`src/rtl/bcd_sub_seq.sv`:
```
// Digit-serial packed-BCD subtractor: o = a - b - bi, one byte (two digits) per clock, LSB first.
// An optional second pass turns a negative ten's-complement result into sign plus magnitude.
module bcd_sub_seq #(
  parameter int N   = 33,
  parameter bit MAG = 1'b1
) (
  input  logic           clk,
  input  logic           rst_n,
  input  logic           ld,
  input  logic [N*8-1:0] a,
  input  logic [N*8-1:0] b,
  input  logic           bi,
  output logic           busy,
  output logic           done,
  output logic [N*8-1:0] o,
  output logic           bo,
  output logic           sgn
);

  localparam int IW = (N > 1) ? $clog2(N) : 1;

  typedef enum logic [1:0] {S_IDLE, S_SUB, S_NEG, S_DONE} state_t;

  state_t         state, state_nx;
  logic [N*8-1:0] a_r, b_r;
  logic [IW-1:0]  idx;
  logic           borrow;
  logic           last;
  logic           accept;
  logic [7:0]     a_sel, b_sel, o_sel;
  logic [8:0]     sub_res, neg_res;

  // Two ripple-chained BCD digit subtractors; returns {borrow_out, hi_digit, lo_digit}.
  function automatic logic [8:0] sub_byte(input logic [7:0] x, input logic [7:0] y,
                                          input logic bin);
    logic [4:0] d_lo, d_hi;
    logic [3:0] r_lo, r_hi;
    d_lo = {1'b0, x[3:0]} - {1'b0, y[3:0]} - {4'b0000, bin};
    r_lo = d_lo[4] ? (d_lo[3:0] + 4'd10) : d_lo[3:0];
    d_hi = {1'b0, x[7:4]} - {1'b0, y[7:4]} - {4'b0000, d_lo[4]};
    r_hi = d_hi[4] ? (d_hi[3:0] + 4'd10) : d_hi[3:0];
    return {d_hi[4], r_hi, r_lo};
  endfunction

  always_comb begin
    a_sel = '0;
    b_sel = '0;
    o_sel = '0;
    for (int unsigned i = 0; i < N; i++) begin
      if (idx == IW'(i)) begin
        a_sel = a_r[8*i +: 8];
        b_sel = b_r[8*i +: 8];
        o_sel = o[8*i +: 8];
      end
    end
  end

  assign last    = (idx == IW'(N - 1));
  assign sub_res = sub_byte(a_sel, b_sel, borrow);
  assign neg_res = sub_byte(8'h00, o_sel, borrow);
  assign accept  = ld && ((state == S_IDLE) || (state == S_DONE));
  assign busy    = (state == S_SUB) || (state == S_NEG);
  assign done    = (state == S_DONE);

  always_ff @(posedge clk or negedge rst_n) begin
    if (!rst_n) state <= S_IDLE;
    else        state <= state_nx;
  end

  always_comb begin
    state_nx = state;
    case (state)
      S_IDLE, S_DONE: state_nx = ld ? S_SUB : S_IDLE;
      S_SUB:          if (last) state_nx = (MAG && sub_res[8]) ? S_NEG : S_DONE;
      S_NEG:          if (last) state_nx = S_DONE;
      default:        state_nx = S_IDLE;
    endcase
  end

  always_ff @(posedge clk or negedge rst_n) begin
    if (!rst_n) begin
      a_r    <= '0;
      b_r    <= '0;
      idx    <= '0;
      borrow <= 1'b0;
      o      <= '0;
      bo     <= 1'b0;
      sgn    <= 1'b0;
    end else if (accept) begin
      a_r    <= a;
      b_r    <= b;
      borrow <= bi;
      idx    <= '0;
      o      <= '0;
      bo     <= 1'b0;
      sgn    <= 1'b0;
    end else if (state == S_SUB) begin
      for (int unsigned i = 0; i < N; i++)
        if (idx == IW'(i)) o[8*i +: 8] <= sub_res[7:0];
      if (last) begin
        bo  <= sub_res[8];
        idx <= '0;
        // Borrow chain restarts from zero for the complement pass.
        borrow <= (MAG && sub_res[8]) ? 1'b0 : sub_res[8];
      end else begin
        borrow <= sub_res[8];
        idx    <= idx + 1'b1;
      end
    end else if (state == S_NEG) begin
      for (int unsigned i = 0; i < N; i++)
        if (idx == IW'(i)) o[8*i +: 8] <= neg_res[7:0];
      if (last) begin
        borrow <= 1'b0;
        sgn    <= 1'b1;
        idx    <= '0;
      end else begin
        borrow <= neg_res[8];
        idx    <= idx + 1'b1;
      end
    end
  end

endmodule

```
`config.mk`:
```
export PLATFORM = sky130hd
export DESIGN_NAME = bcd_sub_seq
export DESIGN_NICKNAME = d
export VERILOG_FILES = /design/src/rtl/bcd_sub_seq.sv
export SDC_FILE = /design/constraint.sdc
export NUM_CORES = 2
export LEC_CHECK = 0
export ABC_AREA = 1
export ABC_CLOCK_PERIOD_IN_PS = 9700
export CORE_AREA = 4 4 310 312
export DETAILED_ROUTE_END_ITERATION = 10
export DIE_AREA = 0 0 314 316
export PLACE_DENSITY = 0.68
export SYNTH_ARGS = -nofsm -noshare
export SYNTH_HDL_FRONTEND = slang
export SYNTH_SLANG_ARGS = --single-unit
```
`constraint.sdc`:
```
create_clock -name clk -period 9.7 [get_ports clk]
set_input_delay 1.94 -clock clk [delete_from_list [all_inputs] [get_ports clk]]
set_output_delay 1.94 -clock clk [all_outputs]
set_load 0.05 [all_outputs]
```
==> metrics.txt <==
routability congestion estimate 1.03; Startpoint Class flop; count of different cell masters after synthesis 44; initial antenna violation count 2; Critical Setup Path Class flop to flop; Hold Crit Class flop to flop; vias in the first global route approximately 38,000; status finished, final reports clean; TritonCTS clock tree yes; slew margin rel. between 15 and 20%; synthesized area ~0.04 mm^2; Clock Pin Slew Worst Setup and Hold Paths around 0.06 ns; slowest stage cell, crit path fa_1; Nets approximately 6,500; DRC 0; synth warn 0; WL met3 between 15 and 20 mm; number of cell rows between 100 and 150; Via Count roughly 40,000; IO Pins 800; wl on met1 66.7 mm; mean post-synth cell area about 7.4 um^2; syn_nets slightly below 6,000; Fin. Hold Viols 0; HPWL Detailed roughly 120 mm; final worst path period need 8.89 ns; Layout area overhead 31.0%; gr ovfl total 0; share of the cycle needed by the critical path after routing around 90%; share of post-route cells with drive strength above 1 just under 7%; die area between 0.09 and 0.1 mm^2; H-Tree Depth 3; CP endpoint kind flop; IO buf count 799; CP bufs+invs 8; Starting Density 42.3%; CP max stage delay 0.46 ns; clock buffer count from CTS roughly 90; Slew @ Worst Pin about 1.2 ns; Post-Synthesis Cells ~5,300; Antenna Nets Post-Route 0; starting DRC count in detailed routing 4,697; Max Clock Skew slightly above 0.03 ns; clk sink count around 800; Via density between 5 and 6; post-route design area just over 0.05 mm^2; final setup violation count 0; Clock Tree Buf Depth 3; most frequent CP cell nand2_1; highest clock rate 112 MHz; post-synthesis sequential area ratio between 50% and 60%; Core ar. a little over 0.09 mm^2; Worst Path Arrival between 9 and 10 ns; delay-heaviest family, CP simple AND/OR/NAND/NOR gates; clock root cell clkbuf_16; WL/cell about 23 um; die width roughly 310 um; final wirelength between 150 and 200 mm; max layer used met5; met2 WL approximately 77 mm; Hold-fix buffers, CTS 0; TritonRoute pass-1 iters 6; Final Max Tran Viols 0; largest net degree at the start of global routing between 200 and 250; FILL cells roughly 9,000; clock latency on the worst-skew pair about 0.66 ns; crit path max fanout 22; max_cap viols 0; FF+latch count, synth 803; Area after DPL about 0.048 mm^2; first-pass GRT wire length 246 mm; CP required approximately 10 ns; Layout Cells excl Fill roughly 7,300; Die H 316 um; Total Routing Usage GR 33.1%; Placed Cells 7,123
[path summary, 6_finish.rpt]
check | from | endpoint | slack (ns) | cells after the start
max | idx[0]$_DFFE_PN0P_ | o[175]$_DFFE_PN0P_ | 0.81 | 62
min | a_r[206]$_DFFE_PN0P_ | a_r[206]$_DFFE_PN0P_ | 0.47 | 2
max reg2reg | idx[0]$_DFFE_PN0P_ | o[175]$_DFFE_PN0P_ | 0.81 | 62
min reg2reg | a_r[206]$_DFFE_PN0P_ | a_r[206]$_DFFE_PN0P_ | 0.47 | 2
max in group asynchronous | rst_n | o[104]$_DFFE_PN0P_ | 6.32 | 3
min in group asynchronous | rst_n | o[260]$_DFFE_PN0P_ | 1.28 | 1
[sequential cells by signal, summed over array words and instances (netlist names)]
name and flops:
a_r 264, b_r 264, bo 1, borrow 1
idx 6, o 264, sgn 1, state 2
[final cells by class]
cell class	count	area [um^2]	share of cell area [%]
flip-flops and latches	803	20100	38.9
diodes	1	2.50	0.00485
clock buffers	133	2710	5.25
well taps	1254	1570	3.04
clock inverters	34	369	0.715
repair buffers	895	8840	17.1
multi-input cells	3969	17200	33.4
inverters	206	781	1.51
[synth_stat cells, drive strengths merged]
master | instances | area share, %
a221oi | 6 | 0.13
dfrtp | 803 | 51
nand2 | 2778 | 27
o22ai | 3 | 0.048
a21o | 2 | 0.038
clkinv | 6 | 0.057
nor3 | 6 | 0.076
o21bai | 3 | 0.057
a21oi | 131 | 1.7
a31oi | 7 | 0.11
buf | 62 | 1.0
o311ai | 1 | 0.022
inv | 200 | 1.9
ha | 30 | 0.95
nand3b | 4 | 0.076
o21ai | 314 | 4.0
a211oi | 3 | 0.057
o221ai | 4 | 0.089
xor2 | 2 | 0.044
nor2 | 129 | 1.4
o211ai | 53 | 1.0
nand3 | 322 | 4.2
or2 | 98 | 1.6
clkbuf | 255 | 2.4
a21boi | 7 | 0.13
xnor2 | 6 | 0.13
fa | 3 | 0.15
nand4 | 56 | 0.89
[worst reg2reg max path, delay by kind of cell (launching register included)]
kind / cells / cell delay (ns)
simple gates: 39 / 4.32
fa+ha+maj: 5 / 1.76
compound gates: 9 / 1.10
buf+inv: 8 / 1.06
flops: 1 / 0.41
xor+xnor: 1 / 0.13
[cells in the final DEF, fill, tap and decap left out, drive strengths merged]
cell,instances
nand2,2778
dfrtp,803
clkdlybuf4s50,798
nand3,322
o21ai,314
inv,203
clkbuf,133
a21oi,131
nor2,130
or2,98
buf,97
nand4,56
o211ai,53
ha,30
clkinv,28
a21boi,7
a31oi,7
xnor2,6
bufinv,6
a221oi,6
nor3,6
o221ai,4
nand3b,4
a211oi,3
o22ai,3
o21bai,3
fa,3
clkinvlp,3
a21o,2
xor2,2
diode,1
o311ai,1
[cell families (layout without fill, tap and decap cells)]
| family | Yosys count | after routing | synth area share [%] |
|---|---|---|---|
| AO/OA/AOI/OAI | 534 | 534 | 7.49 |
| XOR/XNOR | 8 | 8 | 0.178 |
| adder cells (fa/ha/maj) | 33 | 33 | 1.11 |
| buffers and inverters | 523 | 1268 | 5.44 |
| flip-flops | 803 | 803 | 51.0 |
| other | 0 | 1 | 0 |
| AND/OR/NAND/NOR | 3393 | 3394 | 34.8 |
[per-layer routing]
metal | GRT usage (%) | up-vias
li1 | - | 18005
met1 | 43.1 | 18543
met2 | 52.6 | 2038
met3 | 7.14 | 380
met4 | 16.1 | 2
met5 | 0 | -
[stage by stage]
step / setup TNS (ns) / utilization [%] / setup WS (ns) / hold slack [ns]
2_1_floorplan: 0 / - / 2.69 / 0.441
3_3_place_gp: 0 / 52.1 / 0.598 / 0.455
3_5_place_dp: 0 / 52.1 / 0.391 / 0.458
4_1_cts: 0 / 55.4 / 0.342 / 0.473
5_1_grt: -0.0187 / 55.4 / -0.00967 / 0.484
6_report: 0 / 55.5 / 0.808 / 0.470
[what timing repair did]
item                       in CTS  in global routing
setup endpoints to repair       0                 40
setup buffers                   0                  3
resized for setup               0                  5
Power is left out: the tool's default activity adds up to more than one toggle a clock period on the data nets, which glitch-free logic cannot reach.
